[src/rtl/fifo_rd_stream_adapter_if.sv]
// ----------------------------------------------------------------------------
// fifo_rd_stream_adapter_if
// Groups the FIFO pop side and the valid/ready stream side of the read
// adapter into one bundle.
//   empty    : FIFO empty flag                  (FIFO -> adapter)
//   data_out : FIFO read data, 1 cycle after pop (FIFO -> adapter)
//   r_en     : FIFO pop request                 (adapter -> FIFO)
//   m_valid  : stream word valid                (adapter -> sink)
//   m_data   : stream word                      (adapter -> sink)
//   m_ready  : sink accepts word                (sink -> adapter)
// master = adapter side, slave = FIFO/sink environment side.
// ----------------------------------------------------------------------------
interface fifo_rd_stream_adapter_if #(
    parameter int FIFO_WIDTH = 32
);
    logic                  empty;
    logic [FIFO_WIDTH-1:0] data_out;
    logic                  r_en;
    logic                  m_valid;
    logic [FIFO_WIDTH-1:0] m_data;
    logic                  m_ready;

    modport master (
        input  empty,
        input  data_out,
        input  m_ready,
        output r_en,
        output m_valid,
        output m_data
    );

    modport slave (
        output empty,
        output data_out,
        output m_ready,
        input  r_en,
        input  m_valid,
        input  m_data
    );
endinterface

[src/rtl/fifo_rd_stream_adapter.sv]
// ----------------------------------------------------------------------------
// fifo_rd_stream_adapter
// Drains an async FIFO's read port (1-cycle read latency) into a registered
// valid/ready stream through a 3-entry skid buffer. Pops are issued on a
// credit basis (buffered + in-flight < 3), so r_en never depends on m_ready
// and a continuously ready sink sees one word per cycle.
// Ports:
//   rclk      : read-domain clock, rising edge
//   rrst      : synchronous active-high reset
//   flush     : synchronous drop of buffered and in-flight words
//   bus       : FIFO pop + stream handshake signals (master modport)
//   words_out : count of completed m_valid && m_ready handshakes (wraps)
//   busy      : buffer non-empty or a pop is in flight
// ----------------------------------------------------------------------------
module fifo_rd_stream_adapter #(
    parameter int FIFO_WIDTH = 32,
    parameter int CNT_WIDTH  = 16
) (
    input  logic                    rclk,
    input  logic                    rrst,
    input  logic                    flush,
    fifo_rd_stream_adapter_if.master bus,
    output logic [CNT_WIDTH-1:0]    words_out,
    output logic                    busy
);

    typedef enum logic [1:0] {
        S_EMPTY = 2'd0,
        S_PART  = 2'd1,
        S_FULL  = 2'd2
    } state_t;

    state_t                r_state;
    state_t                w_state_next;

    logic [FIFO_WIDTH-1:0] r_mem [0:2];
    logic [1:0]            r_occ;
    logic [1:0]            r_wr_idx;
    logic [1:0]            r_rd_idx;
    logic                  r_inflight;
    logic                  r_m_valid;
    logic [FIFO_WIDTH-1:0] r_m_data;
    logic [CNT_WIDTH-1:0]  r_words_out;
    logic                  r_busy;

    logic                  w_push;
    logic                  w_pop;
    logic                  w_r_en;
    logic [1:0]            w_occ_next;
    logic [1:0]            w_wr_idx_next;
    logic [1:0]            w_rd_idx_next;
    logic                  w_inflight_next;
    logic [FIFO_WIDTH-1:0] w_m_data_next;

    // Index increment for a 3-deep ring: wraps 2 -> 0.
    function automatic logic [1:0] idx_inc(input logic [1:0] idx);
        return (idx == 2'd2) ? 2'd0 : (idx + 2'd1);
    endfunction

    // A word lands whenever a pop was issued last cycle.
    assign w_push = r_inflight;
    assign w_pop  = r_m_valid && bus.m_ready;

    // Pop request: credit check on registered state only, never on m_ready.
    always_comb begin
        w_r_en = 1'b0;
        if (!rrst && !flush && !bus.empty &&
            (({1'b0, r_occ} + {2'b00, r_inflight}) < 3'd3)) begin
            w_r_en = 1'b1;
        end else begin
            w_r_en = 1'b0;
        end
    end

    // Next-state of occupancy, ring indices, in-flight flag and output word.
    always_comb begin
        w_occ_next      = r_occ;
        w_wr_idx_next   = r_wr_idx;
        w_rd_idx_next   = r_rd_idx;
        w_inflight_next = 1'b0;
        w_m_data_next   = r_m_data;
        if (flush) begin
            w_occ_next      = 2'd0;
            w_wr_idx_next   = 2'd0;
            w_rd_idx_next   = 2'd0;
            w_inflight_next = 1'b0;
            w_m_data_next   = {FIFO_WIDTH{1'b0}};
        end else begin
            w_inflight_next = w_r_en;
            w_wr_idx_next   = w_push ? idx_inc(r_wr_idx) : r_wr_idx;
            w_rd_idx_next   = w_pop  ? idx_inc(r_rd_idx) : r_rd_idx;
            case ({w_push, w_pop})
                2'b10:   w_occ_next = r_occ + 2'd1;
                2'b01:   w_occ_next = r_occ - 2'd1;
                default: w_occ_next = r_occ;
            endcase
            // The next head equals the write slot only when the buffer drains
            // to empty this cycle; then the arriving word is the new head.
            if (w_push && (w_rd_idx_next == r_wr_idx)) begin
                w_m_data_next = bus.data_out;
            end else begin
                w_m_data_next = r_mem[w_rd_idx_next];
            end
        end
    end

    // FSM next-state: tracks buffer fill level (empty / partial / full).
    always_comb begin
        w_state_next = r_state;
        if (flush) begin
            w_state_next = S_EMPTY;
        end else begin
            case (r_state)
                S_EMPTY: begin
                    if (w_push) begin
                        w_state_next = S_PART;
                    end else begin
                        w_state_next = S_EMPTY;
                    end
                end
                S_PART: begin
                    if (w_pop && !w_push && (r_occ == 2'd1)) begin
                        w_state_next = S_EMPTY;
                    end else if (w_push && !w_pop && (r_occ == 2'd2)) begin
                        w_state_next = S_FULL;
                    end else begin
                        w_state_next = S_PART;
                    end
                end
                S_FULL: begin
                    if (w_pop) begin
                        w_state_next = S_PART;
                    end else begin
                        w_state_next = S_FULL;
                    end
                end
                default: w_state_next = S_EMPTY;
            endcase
        end
    end

    // FSM state register.
    always_ff @(posedge rclk) begin
        if (rrst) begin
            r_state <= S_EMPTY;
        end else begin
            r_state <= w_state_next;
        end
    end

    // Datapath registers: storage, indices, registered stream outputs, counter.
    always_ff @(posedge rclk) begin
        if (rrst) begin
            for (int i = 0; i < 3; i++) begin
                r_mem[i] <= {FIFO_WIDTH{1'b0}};
            end
            r_occ       <= 2'd0;
            r_wr_idx    <= 2'd0;
            r_rd_idx    <= 2'd0;
            r_inflight  <= 1'b0;
            r_m_valid   <= 1'b0;
            r_m_data    <= {FIFO_WIDTH{1'b0}};
            r_words_out <= {CNT_WIDTH{1'b0}};
            r_busy      <= 1'b0;
        end else begin
            if (!flush && w_push) begin
                r_mem[r_wr_idx] <= bus.data_out;
            end
            // A handshake in the flush cycle was still accepted downstream.
            if (w_pop) begin
                r_words_out <= r_words_out + {{(CNT_WIDTH-1){1'b0}}, 1'b1};
            end
            r_occ      <= w_occ_next;
            r_wr_idx   <= w_wr_idx_next;
            r_rd_idx   <= w_rd_idx_next;
            r_inflight <= w_inflight_next;
            r_m_valid  <= (w_state_next != S_EMPTY);
            r_m_data   <= w_m_data_next;
            r_busy     <= (w_state_next != S_EMPTY) || w_inflight_next;
        end
    end

    assign bus.r_en    = w_r_en;
    assign bus.m_valid = r_m_valid;
    assign bus.m_data  = r_m_data;
    assign words_out   = r_words_out;
    assign busy        = r_busy;

endmodule

[src/flat_wrapper.sv]
// flat-port wrapper written by rule: the top's interface ports become plain ports
module fifo_rd_stream_adapter_flat 
#(
    parameter int FIFO_WIDTH = 32,
    parameter int CNT_WIDTH  = 16
)
  (rclk, rrst, flush, words_out, busy, bus_empty, bus_data_out, bus_m_ready, bus_r_en, bus_m_valid, bus_m_data);
  fifo_rd_stream_adapter_if #(.FIFO_WIDTH(FIFO_WIDTH)) bus_i ();
  input  logic rclk;
  input  logic rrst;
  input  logic flush;
  output logic [CNT_WIDTH-1:0] words_out;
  output logic busy;
  input wire logic [$bits(bus_i.empty)-1:0] bus_empty;
  input wire logic [$bits(bus_i.data_out)-1:0] bus_data_out;
  input wire logic [$bits(bus_i.m_ready)-1:0] bus_m_ready;
  output wire logic [$bits(bus_i.r_en)-1:0] bus_r_en;
  output wire logic [$bits(bus_i.m_valid)-1:0] bus_m_valid;
  output wire logic [$bits(bus_i.m_data)-1:0] bus_m_data;
  assign bus_i.empty = bus_empty;
  assign bus_i.data_out = bus_data_out;
  assign bus_i.m_ready = bus_m_ready;
  assign bus_r_en = bus_i.r_en;
  assign bus_m_valid = bus_i.m_valid;
  assign bus_m_data = bus_i.m_data;
  fifo_rd_stream_adapter #(.FIFO_WIDTH(FIFO_WIDTH), .CNT_WIDTH(CNT_WIDTH)) u_core (.rclk(rclk), .rrst(rrst), .flush(flush), .bus(bus_i), .words_out(words_out), .busy(busy));
endmodule
[config.mk]
export PLATFORM = sky130hd
export DESIGN_NAME = fifo_rd_stream_adapter_flat
export DESIGN_NICKNAME = d
export VERILOG_FILES = /design/src/rtl/fifo_rd_stream_adapter_if.sv /design/src/rtl/fifo_rd_stream_adapter.sv /design/src/flat_wrapper.sv
export SDC_FILE = /design/constraint.sdc
export NUM_CORES = 1
export LEC_CHECK = 0
export CORE_AREA = 2 2 171 173
export CTS_CLUSTER_DIAMETER = 150
export DETAILED_ROUTE_END_ITERATION = 10
export DIE_AREA = 0 0 173 175
export GPL_TIMING_DRIVEN = 0
export REMOVE_ABC_BUFFERS = 1
export SYNTH_ARGS = -nofsm -noshare
export SYNTH_HDL_FRONTEND = slang
export SYNTH_SLANG_ARGS = --single-unit
[constraint.sdc]
create_clock -name rclk -period 5.2 [get_ports rclk]
set_input_delay 0.52 -clock rclk [delete_from_list [all_inputs] [get_ports rclk]]
set_output_delay 0.52 -clock rclk [all_outputs]
set_load 0.01 [all_outputs]
* Word level (Yosys, flattened, before mapping)
Memory sizes are Yosys's and may differ from the RTL's. A register that Yosys moved wholly into a read port is not among the register bits.
Index checks and enable logic that the tools add are counted.
** Operators by class
- Order comparisons :: 1
- Muxes and demuxes :: 20
- Reductions and logical operators :: 20
- Eq/ne operators :: 8
- $add $sub $neg :: 6
** Operators by type and width (count)
- $mux 32 :: 1
- $reduce_or 32->1 :: 1
- $add 16x1->16 const B :: 1
- $mux 2 :: 8
- $eq 2x2->1 const B :: 5
- $logic_and 1x1->1 :: 9
- $mux 1 :: 9
- $add 2x1->2 const B :: 3
- $eq 2x1->1 const B :: 3
- $pmux 2 s3 :: 1
- $logic_not 1->1 :: 5
- $pmux 2 s2 :: 1
- $reduce_bool 2->1 :: 2
- $add 2x1->3 :: 1
- $lt 3x2->1 const B :: 1
- $logic_not 2->1 :: 1
- $reduce_or 2->1 :: 1
- $sub 2x1->2 const B :: 1
- $logic_or 1x1->1 :: 1
** Storage, ports and cells
- Output and inout port bits :: 51
- RAM bits :: 96
- Register bits :: 27
- Word-level logic and storage cells :: 64
- Memories :: 1
** Memories
- u_core.r_mem :: words 3, width 32, rd ports 1, clocked after Yosys merged registers in 1, wr ports 3, RTL line fifo_rd_stream_adapter.sv:36 : logic [FIFO_WIDTH-1:0] r_mem [0:2];

* Depth between registers and ports, before layout
Gate-level depths: netlist of run 1.
- Depth in word-level cells :: 10
- Gate-level depth with buffers :: 6
- Depth with buffers taken out :: 6

* Worst setup path after synthesis of run 1
No wires, ideal clock.
- Kind :: in2reg
- Start point :: input rrst
- End point :: memory u_core.r_mem[0][0], enable pin
- Cell stages on the path :: 5
- Slack :: 1.112 ns
- Arrival time :: 3.618 ns
- Library setup time :: 0.470 ns
- Path through :: clkbuf_1 nor2_1 nand2_1 clkbuf_1 o31ai_1
** RTL lines
- from (decl) :: RTL line flat_wrapper.sv:10 : input logic rrst;
- to (decl) :: RTL line fifo_rd_stream_adapter.sv:36

* Worst setup path in the final report of run 1
- Start point :: input rrst
- End point :: output bus_r_en
** On the way
- Cells in the longest elaborated chain, start to end :: 5
** Ends and longest elaborated chain
- $logic_not 1->1 :: RTL line fifo_rd_stream_adapter.sv:67 : if (!rrst && !flush && !bus.empty &&
- $logic_and 1x1->1 (3 in a row) :: RTL line fifo_rd_stream_adapter.sv:67
- $mux 1 :: RTL line fifo_rd_stream_adapter.sv:67
- to (decl) :: RTL line flat_wrapper.sv:17 : output wire logic [$bits(bus_i.r_en)-1:0] bus_r_en;
Every way passes these cells.

==> metrics.csv, run 1 <==
stage,metric,value,unit
run_status,status,"finished, final reports clean",
drt,DR pass1 iterations,4,
floorplan,Die X,173,um
sta,WHS,482.4,ps
global_route,antenna violations before repair,0,
sta,worst rel slew slack,0.1029,
floorplan,num ports,88,
logic_synthesis,sequential-to-total area share from yosys stat,0.5967,
logic_synthesis,main combinational cell family by area after synthesis,simple AND/OR/NAND/NOR gates,
power_and_ir_drop,Clk pwr share,0.405,
logic_synthesis,Synth Instances,682,
clock_tree,Root Buffer,clkbuf_16,
logic_synthesis,Post-synth EDFFs,128,
placed_design,dpl hpwl,11780,um
power_and_ir_drop,Leak Pwr,3.742,nW
sta,worst slew pin tran,1346,ps
sta,"Setup violations, final",0,
drt,Routed WL,19720,um
power_and_ir_drop,Flop pwr share,0.529,
power_and_ir_drop,power after layout,3.097,mW
power_and_ir_drop,logic gate share of total power,0.065,
drt,wl on met1,8914,um
critical_path,critical path class,primary input to output port,
drt,Vias/cell,4.769,
clock_tree,Post-CTS Setup Inserts,0,
clock_tree,clk buf depth,2,
critical_path,crit end category,output port,
floorplan,Std-Cell Rows,62,
clock_tree,post_cts resized,0,
sta,final period utilization,0.7712,
logic_synthesis,Yosys reg bits,187,
logic_synthesis,top cell type's share of synthesized area,0.4565,
placed_design,post-place setup slack,1120,ps
clock_tree,CTS tree,yes,
cells_and_area,layout cell share with drive strength beyond 1,0.1555,
floorplan,Placeable Area,28390,um2
clock_tree,"Hold-fix buffers, CTS",0,
power_and_ir_drop,switching pwr,745.0,uW
logic_synthesis,Compound-Gate Fraction of Synth Area,0.08633,
sta,Worst Skew,15.17,ps
clock_tree,"Reg clk slew, reported paths",70,ps
sta,final hold vios,0,
logic_synthesis,adder-cell area share of the yosys netlist,0.007429,
cells_and_area,Inserted Diodes,0,
global_route,total track usage,0.1335,
drt,WL/cell,17.25,um
critical_path,"Req. time, crit path",4680,ps
logic_synthesis,Synth Area in XOR/XNOR,0.01144,
drt,Vias,5451,
logic_synthesis,post-synthesis mux area share,0.08603,
cells_and_area,area of the multi-input gates,2592,um2
global_route,vias in the first global route,5427,
floorplan,die area,30280,um2
power_and_ir_drop,design internal power,2.352,mW
sta,fin crit period,4010,ps
power_and_ir_drop,VDD IR-drop max,0.1952,mV
min_path,Worst Hold Launch,u_core.words_out[15]$_SDFFE_PP0P_,
power_and_ir_drop,Pwr Density,297.9,nW/um2
global_route,grt total ovfl,0,
clock_tree,H-tree depth,4,
critical_path,CP Launch Type,primary input,
cells_and_area,flip-flop and latch area,5032,um2
placed_design,routability congestion estimate,0.7270,
logic_synthesis,"Top FF cell, synth",edfxtp_1,
drt,DR iter-0 viols,408,
logic_synthesis,ys async rst share,0,
power_and_ir_drop,switching portion of total power,0.2405,
sta,Final WS setup,1190,ps
placed_design,PortBufs,87,
clock_tree,later-pin clock latency in the skew report,440,ps
clock_tree,TritonCTS buffer count,17,
sta,RSZ-0062 raised after global routing,false,
logic_synthesis,post-synthesis cell type count,46,
logic_synthesis,main area contributors after synthesis,"edfxtp_1, dfxtp_1, mux4_2",
sta,Slew Limit Fails,0,
drt,max layer used,met4,
logic_synthesis,"area leader, netlist",edfxtp_1,
cells_and_area,area grow syn2layout,23.46,%
global_route,pin count of the biggest net entering global routing,73,
drt,met3 WL post-DR,901,um
cells_and_area,# fillers,2792,
critical_path,"critical path fanouts, max",42,
clock_tree,Clock Sinks,187,
cells_and_area,Final Instance Area,10400,um2
sta,f_max,249.4,MHz
min_path,Worst Hold Class,flip-flop to flip-flop,
drt,Detail Route Antenna Nets,0,
placed_design,dpl cell area,9829,um2
drt,metal2 WL,9752,um
logic_synthesis,Syn Area/Cell,12.35,um2
critical_path,Worst Path Arrival,3490,ps
floorplan,DIE HEIGHT,175,um
global_route,global-route wire length before repair,30990,um
cells_and_area,nets,788,
logic_synthesis,area of the mapped netlist,8421,um2
critical_path,start of the worst register-to-register path,u_core.r_wr_idx[1]$_SDFFE_PP0P_,
logic_synthesis,simple-gate share of the synthesized area,0.1082,
flow_run,MaxCap Viol Count,0,
logic_synthesis,Synth Warn #,0,
floorplan,initial core utilization,0.2966,
drt,DRC violations left,0,
critical_path,CP startpoint,rrst,
[through the flow]
stage	instances	TNS [ps]	util
3_5_place_dp	1111	0	0.3462
4_1_cts	1143	0	0.3662
3_3_place_gp	1099	-548200	0.3354
5_1_grt	1143	0	0.3662
6_report	1143	0	0.3662
2_1_floorplan	628	-23990	-
[metal layers]
| metal | global-route usage | vias up |
|---|---|---|
| met5 | 0 | - |
| met4 | 0.03284 | 0 |
| met3 | 0.02785 | 11 |
| met2 | 0.2227 | 128 |
| met1 | 0.1779 | 2744 |
| li1 | - | 2568 |
[cell usage in the layout (no fill, tap or decap), drive strengths merged, types with 3 or more instances in the layout]
cell           synthesis  routed
clkinv                 1       4
or2                    3       3
xor2                   8       8
dfxtp                 59      59
and3                   3       3
ha                     5       5
nor3                  33      33
nand2                  8       8
nor2                  17      17
clkdlybuf4s50          0      87
and2                   5       5
nand3                  7       7
nand4                  5       5
edfxtp               128     128
and4                   3       3
xnor2                  3       3
buf                   16      12
mux4                  32      32
o32ai                 32      32
clkinvlp               0       6
a21oi                 10      10
o31ai                  4       4
or3                    6       6
nor4                  64      64
inv                  166     171
o21ai                  7       7
clkbuf                38      18
[Yosys cell counts (4+ instances only)]
cell type and n:
ha_1 5, mux4_2 31, a21oi_1 10, buf_6 4, inv_1 166, nor3_1 33
dfxtp_1 59, nand4_1 5, o32ai_2 29, edfxtp_1 128, nor4_1 64, and2_1 5
nand3_1 7, xor2_1 8, nor2_1 17, o21ai_0 7, or3_1 6, o31ai_1 4
clkbuf_1 38, nand2_1 8, buf_1 6
[power by group through the flow]
stage | Sequential (mW) | Combinational [mW] | Clock (mW)
after floorplan | 1.68 | 0.0931 | 0
after global placement | 1.68 | 0.186 | 0
after detailed placement | 1.67 | 0.204 | 0
after CTS | 1.64 | 0.205 | 1.29
after global routing | 1.64 | 0.218 | 1.35
final | 1.64 | 0.201 | 1.26
[critical path, stage by stage]
cell	delay (ps)
clkdlybuf4s50_1	750
or2_2	930
a2111oi_0	650
clkdlybuf4s50_1	640
[cells by family (layout without fill, tap and decap cells)]
kind of cell	count (synthesis)	after routing
fa+ha+maj	5	5
flops	187	187
simple gates	160	160
mux	32	32
buf+inv	221	298
compound gates	66	66
xor+xnor	11	11
[registers in the layout (all words and copies together) (netlist names)]
signal,cells
u_core.bus.m_data,32
u_core.bus.m_valid,1
u_core.busy,1
u_core.r_inflight,1
u_core.r_mem,128
u_core.r_occ,2
u_core.r_rd_idx,2
u_core.r_state,2
u_core.r_wr_idx,2
u_core.words_out,16
[final cells by class]
class,count,share of cell area
sequential,187,0.4841
multi-input combinational,274,0.2494
timing repair buffer,99,0.1054
inverter,167,0.06042
tap,384,0.04622
clock buffer,18,0.04128
clock inverter,14,0.01324
[path summary, 6_finish.rpt]
check,end,slack [ps],cells after the start
worst min-delay path,u_core.words_out[15]$_SDFFE_PP0P_,480,2
worst min register to register,u_core.words_out[15]$_SDFFE_PP0P_,480,2
worst max-delay path,bus_r_en,1190,4
worst max register to register,u_core.r_mem[2][0]$_SDFFCE_PN0P_,1840,3
No activity file was read; power rests on OpenSTA's default activity.
==> inputs of run 2 (changes only) <==
==> constraint.sdc (replaced) <==
create_clock -name rclk -period 3.75 [get_ports rclk]
set_input_delay 0.375 -clock rclk [delete_from_list [all_inputs] [get_ports rclk]]
set_output_delay 0.375 -clock rclk [all_outputs]
set_load 0.01 [all_outputs]
==> metrics.csv, run 2 (synthesis results as in run 1) <==
stage,metric,value,unit
placed_design,dpl cell area,9829,um2
sta,Worst Skew,14.96,ps
drt,DR iter-0 viols,403,
critical_path,Worst Path Buf+Inv,2,
sta,worst rel slew slack,0.3287,
clock_tree,Clock Sinks,187,
global_route,total track usage,0.1335,
placed_design,PortBufs,87,
cells_and_area,layout cell share with drive strength beyond 1,0.1555,
global_route,met1 usage,0.1779,
drt,Vias,5443,
global_route,pin count of the biggest net entering global routing,73,
critical_path,"critical path fanouts, max",42,
global_route,grt total ovfl,0,
critical_path,critical path class,primary input to output port,
drt,Detail Route Antenna Nets,0,
floorplan,initial core utilization,0.2966,
sta,fin crit period,3359,ps
critical_path,CP startpoint,rrst,
global_route,GRT busiest layer,met2,
critical_path,start of the worst register-to-register path,u_core.r_wr_idx[1]$_SDFFE_PP0P_,
global_route,antenna violations before repair,0,
cells_and_area,Final Instance Area,10400,um2
sta,final hold vios,0,
critical_path,CP Launch Type,primary input,
critical_path,Worst R2R Path Depth,3,
floorplan,Placeable Area,28390,um2
min_path,Worst Hold Class,flip-flop to flip-flop,
critical_path,Worst Path Arrival,2980,ps
power_and_ir_drop,Pwr Density,413.0,nW/um2
drt,DR pass1 iterations,4,
power_and_ir_drop,Leak Pwr,3.743,nW
min_path,hold path depth,2,
floorplan,die area,30280,um2
sta,Slew Limit Fails,0,
critical_path,Crit Reg-Reg Endpoint,u_core.r_mem[2][0]$_SDFFCE_PN0P_,
run_status,status,"finished, final reports clean",
clock_tree,"Reg clk slew, reported paths",70,ps
clock_tree,clk buf depth,2,
critical_path,critical path cell sequence,clkdlybuf4s50_1 > or2_4 > a2111oi_0 > clkdlybuf4s50_1,
clock_tree,TritonCTS buffer count,17,
clock_tree,H-tree depth,4,
floorplan,Die X,173,um
cells_and_area,"most common cell after layout, fill and taps aside",inv_1,
clock_tree,later-pin clock latency in the skew report,440,ps
critical_path,end point of the critical path,bus_r_en,
critical_path,most frequent CP cell,clkdlybuf4s50_1,
critical_path,slowest CP cell,clkdlybuf4s50_1,
cells_and_area,area grow syn2layout,23.49,%
drt,Vias/cell,4.762,
clock_tree,"Hold-fix buffers, CTS",0,
drt,DRC violations left,0,
critical_path,R2R setup slack,390,ps
placed_design,dpl hpwl,11780,um
global_route,M2 GR Usage,0.2227,
cells_and_area,nets,788,
sta,final period utilization,0.8957,
placed_design,routability congestion estimate,0.7270,
sta,f_max,297.7,MHz
cells_and_area,largest reg by FF count,u_core.r_mem,
clock_tree,Root Buffer,clkbuf_16,
drt,Routed WL,19710,um
global_route,vias in the first global route,5427,
global_route,global-route wire length before repair,30990,um
floorplan,num ports,88,
sta,RSZ-0062 raised after global routing,false,
global_route,met3 Use GR,0.02785,
clock_tree,CTS tree,yes,
cells_and_area,Inserted Diodes,0,
drt,WL/cell,17.25,um
sta,worst slew pin tran,1007,ps
cells_and_area,most frequent cells in the layout,"inv_1, edfxtp_1, clkdlybuf4s50_1",
critical_path,crit end category,output port,
sta,"Setup violations, final",0,
flow_run,MaxCap Viol Count,0,
critical_path,crit-path leading delay family,buffers and inverters,
critical_path,WP depth,4,
floorplan,Std-Cell Rows,62,
critical_path,crit-path max cell delay,750,ps
cells_and_area,max FFs per register,128,
sta,setup_tns,0,ps
critical_path,"Req. time, crit path",3380,ps
floorplan,DIE HEIGHT,175,um
power_and_ir_drop,VDD IR-drop max,0.2705,mV
[run 2: final cells by class]
type,count,area [um2]
Fill cell,2793,17990
Clock inverter,14,137.6
Clock buffer,18,429.2
Tap cell,384,480.5
Multi-Input combinational cell,274,2595
Timing Repair Buffer,99,1096
Sequential cell,187,5032
Inverter,167,628.1
[run 2: how the worst min path moves through the flow]
stage / start / end / slack (ps)
after floorplan: rrst / u_core.words_out[10]$_SDFFE_PP0P_ / 440
after global placement: u_core.words_out[15]$_SDFFE_PP0P_ / u_core.words_out[15]$_SDFFE_PP0P_ / 470
after detailed placement: u_core.words_out[15]$_SDFFE_PP0P_ / u_core.words_out[15]$_SDFFE_PP0P_ / 480
after CTS: u_core.words_out[15]$_SDFFE_PP0P_ / u_core.words_out[15]$_SDFFE_PP0P_ / 490
after global routing: bus_data_out[8] / u_core.r_mem[3][8]$_DFFE_PP_ / 510
final: u_core.words_out[15]$_SDFFE_PP0P_ / u_core.words_out[15]$_SDFFE_PP0P_ / 480
[run 2: metal layers]
metal / routed length, um / up-vias
met1: 8952 / 2734
met2: 9759 / 129
met3: 848 / 11
li1: - / 2569
met4: 152 / 0
met5: 0 / -
[run 2: per-stage QoR]
| stage | util | setup slack [ps] | power [mW] | hold slack [ps] | instances |
|---|---|---|---|---|---|
| 2_1_floorplan | - | -1904 | 2.457 | 444.1 | 628 |
| 3_3_place_gp | 0.3354 | -6248 | 2.588 | 471.1 | 1099 |
| 3_5_place_dp | 0.3462 | -40.32 | 2.605 | 480.7 | 1111 |
| 4_1_cts | 0.3663 | 333.9 | 4.350 | 491.0 | 1143 |
| 5_1_grt | 0.3663 | 103.6 | 4.452 | 505.0 | 1143 |
| 6_report | 0.3663 | 391.2 | 4.295 | 482.4 | 1143 |
[run 2: repair_timing]
action                     in CTS  in global routing
setup endpoints to repair       1                  0
setup buffers                   0                  0
hold endpoints to repair        0                  0
resized for setup               1                  0
[run 2: tightest hold or removal path: cells and delay by family, from the launching register on]
kind               cells  cell delay [ps]
DFF                    1              320
AOI/OAI and AO/OA      2              110
[run 2: power by group]
part | switching [mW] | internal, mW
Sequential | 0.0235 | 2.25
Clock | 0.864 | 0.878
Combinational | 0.146 | 0.134
Total | 1.03 | 3.26
==> inputs of run 3 (changes only) <==
--- a/config.mk
+++ b/config.mk
@@ -5,11 +5,13 @@
 export SDC_FILE = /design/constraint.sdc
 export NUM_CORES = 1
 export LEC_CHECK = 0
-export CORE_AREA = 2 2 171 173
+export CORE_AREA = 2 2 125 127
 export CTS_CLUSTER_DIAMETER = 150
 export DETAILED_ROUTE_END_ITERATION = 10
-export DIE_AREA = 0 0 173 175
+export DIE_AREA = 0 0 127 129
 export GPL_TIMING_DRIVEN = 0
+export HOLD_SLACK_MARGIN = 0.08
+export PLACE_DENSITY = 0.79
 export REMOVE_ABC_BUFFERS = 1
 export SYNTH_ARGS = -nofsm -noshare
 export SYNTH_HDL_FRONTEND = slang
==> metrics.csv, run 3 (synthesis results as in run 1) <==
stage,metric,value,unit
placed_design,dpl cell area,9648,um2
critical_path,"critical path fanouts, max",42,
critical_path,CP Launch Type,primary input,
power_and_ir_drop,logic gate share of total power,0.070,
critical_path,critical path class,primary input to output port,
sta,setup_tns,0,ps
power_and_ir_drop,Leak Pwr,3.754,nW
drt,DR pass1 iterations,5,
floorplan,initial core utilization,0.5622,
critical_path,crit-path max cell delay,770,ps
drt,Vias/cell,6.004,
drt,Routed WL,19060,um
cells_and_area,# fillers,1071,
clock_tree,Post-CTS Setup Inserts,0,
floorplan,die area,16380,um2
sta,Slew Limit Fails,0,
power_and_ir_drop,VDD IR-drop max,0.3279,mV
cells_and_area,largest reg by FF count,u_core.r_mem,
clock_tree,Root Buffer,clkbuf_16,
critical_path,Worst Path Buf+Inv,2,
sta,worst rel slew slack,0.2797,
cells_and_area,layout cell share with drive strength beyond 1,0.1485,
power_and_ir_drop,Clk pwr share,0.380,
global_route,vias in the first global route,5799,
cells_and_area,Final Instance Area,10160,um2
cells_and_area,Inserted Diodes,0,
power_and_ir_drop,design internal power,3.243,mW
clock_tree,"Reg clk slew, reported paths",60,ps
global_route,total track usage,0.2450,
drt,Vias,5698,
clock_tree,TritonCTS buffer count,17,
sta,Worst Skew,4.153,ps
clock_tree,later-pin clock latency in the skew report,430,ps
clock_tree,CTS tree,yes,
cells_and_area,Final Core Density,0.6782,
critical_path,Worst Path Arrival,3100,ps
power_and_ir_drop,Flop pwr share,0.551,
drt,WL/cell,20.09,um
power_and_ir_drop,Pwr Density,407.1,nW/um2
global_route,grt total ovfl,0,
floorplan,Die X,127,um
sta,RSZ-0062 raised after global routing,false,
floorplan,Placeable Area,14980,um2
cells_and_area,"most common cell after layout, fill and taps aside",inv_1,
power_and_ir_drop,switching portion of total power,0.2157,
sta,final hold vios,0,
critical_path,"Req. time, crit path",3380,ps
run_status,status,"finished, final reports clean",
drt,DR iter-0 viols,425,
placed_design,dpl hpwl,11760,um
placed_design,post-place setup slack,-105.0,ps
floorplan,Std-Cell Rows,45,
floorplan,num ports,88,
placed_design,routability congestion estimate,0.7544,
critical_path,crit-path leading delay family,buffers and inverters,
drt,DRC violations left,0,
clock_tree,Clock Sinks,187,
clock_tree,H-tree depth,4,
global_route,pin count of the biggest net entering global routing,47,
min_path,Worst Hold Class,flip-flop to flip-flop,
cells_and_area,nets,790,
power_and_ir_drop,power after layout,4.135,mW
drt,Detail Route Antenna Nets,0,
global_route,antenna violations before repair,0,
sta,Final WS setup,276.4,ps
critical_path,critical path cell sequence,clkdlybuf4s50_1 > or2_4 > a2111oi_0 > clkdlybuf4s50_1,
sta,final period utilization,0.9263,
global_route,global-route wire length before repair,30300,um
power_and_ir_drop,switching pwr,891.9,uW
sta,f_max,287.9,MHz
clock_tree,clk buf depth,2,
sta,fin crit period,3474,ps
flow_run,MaxCap Viol Count,0,
critical_path,crit end category,output port,
critical_path,most frequent CP cell,clkdlybuf4s50_1,
cells_and_area,most frequent cells in the layout,"inv_1, edfxtp_1, clkdlybuf4s50_1",
sta,worst slew pin tran,1080,ps
floorplan,DIE HEIGHT,129,um
placed_design,PortBufs,87,
cells_and_area,max FFs per register,128,
cells_and_area,area grow syn2layout,20.62,%
sta,"Setup violations, final",0,
critical_path,slowest CP cell,clkdlybuf4s50_1,
[run 3: metal layers]
metal,up-vias,routed length [um],track usage
li1,2588,-,-
met1,2809,7335,0.3031
met2,277,10100,0.4269
met3,24,1328,0.05405
met4,0,299,0.09050
met5,-,0,0
[run 3: per-stage QoR]
step	hold WS [ps]	cells
final	499.4	949
after global placement	466.0	903
after global routing	524.6	949
after floorplan	444.1	628
after detailed placement	495.8	917
after CTS	504.5	949
[run 3: tightest hold or removal path, cell delays in order, from the launching register on]
cell and delay [ps]:
dfxtp_1 340, nand2_1 60, a21oi_1 50
[run 3: final timing paths]
path | start | endpoint | slack (ps) | cells past startpoint
worst min register to register | u_core.words_out[1]$_SDFFE_PP0P_ | u_core.words_out[1]$_SDFFE_PP0P_ | 500 | 2
worst max-delay path | rrst | bus_r_en | 280 | 4
worst max register to register | u_core.r_wr_idx[1]$_SDFFE_PP0P_ | u_core.r_mem[2][27]$_SDFFCE_PN0P_ | 580 | 5
worst min-delay path | u_core.words_out[1]$_SDFFE_PP0P_ | u_core.words_out[1]$_SDFFE_PP0P_ | 500 | 2
[run 3: cell type report]
cell class | instances | area (um2) | share of cell area
tap | 188 | 235.2 | 0.02316
multi-input combinational | 274 | 2590 | 0.2550
sequential | 187 | 5027 | 0.4950
clock inverter | 10 | 51.30 | 0.005051
clock buffer | 22 | 454.2 | 0.04472
timing repair buffer | 101 | 1171 | 0.1153
inverter | 167 | 628.1 | 0.06184
[run 3: power by group through the flow]
| stage | logic, mW | clock network, mW | registers [mW] |
|---|---|---|---|
| 6_report | 0.288 | 1.57 | 2.28 |
| 5_1_grt | 0.309 | 1.68 | 2.28 |
| 4_1_cts | 0.289 | 1.58 | 2.28 |
| 3_5_place_dp | 0.287 | 0 | 2.32 |
| 3_3_place_gp | 0.248 | 0 | 2.33 |
| 2_1_floorplan | 0.129 | 0 | 2.33 |
[run 3: timing repair]
action,4_1_cts,5_1_grt
setup endpoints to repair,15,0
hold buffers,0,0
gates resized for setup,2,0
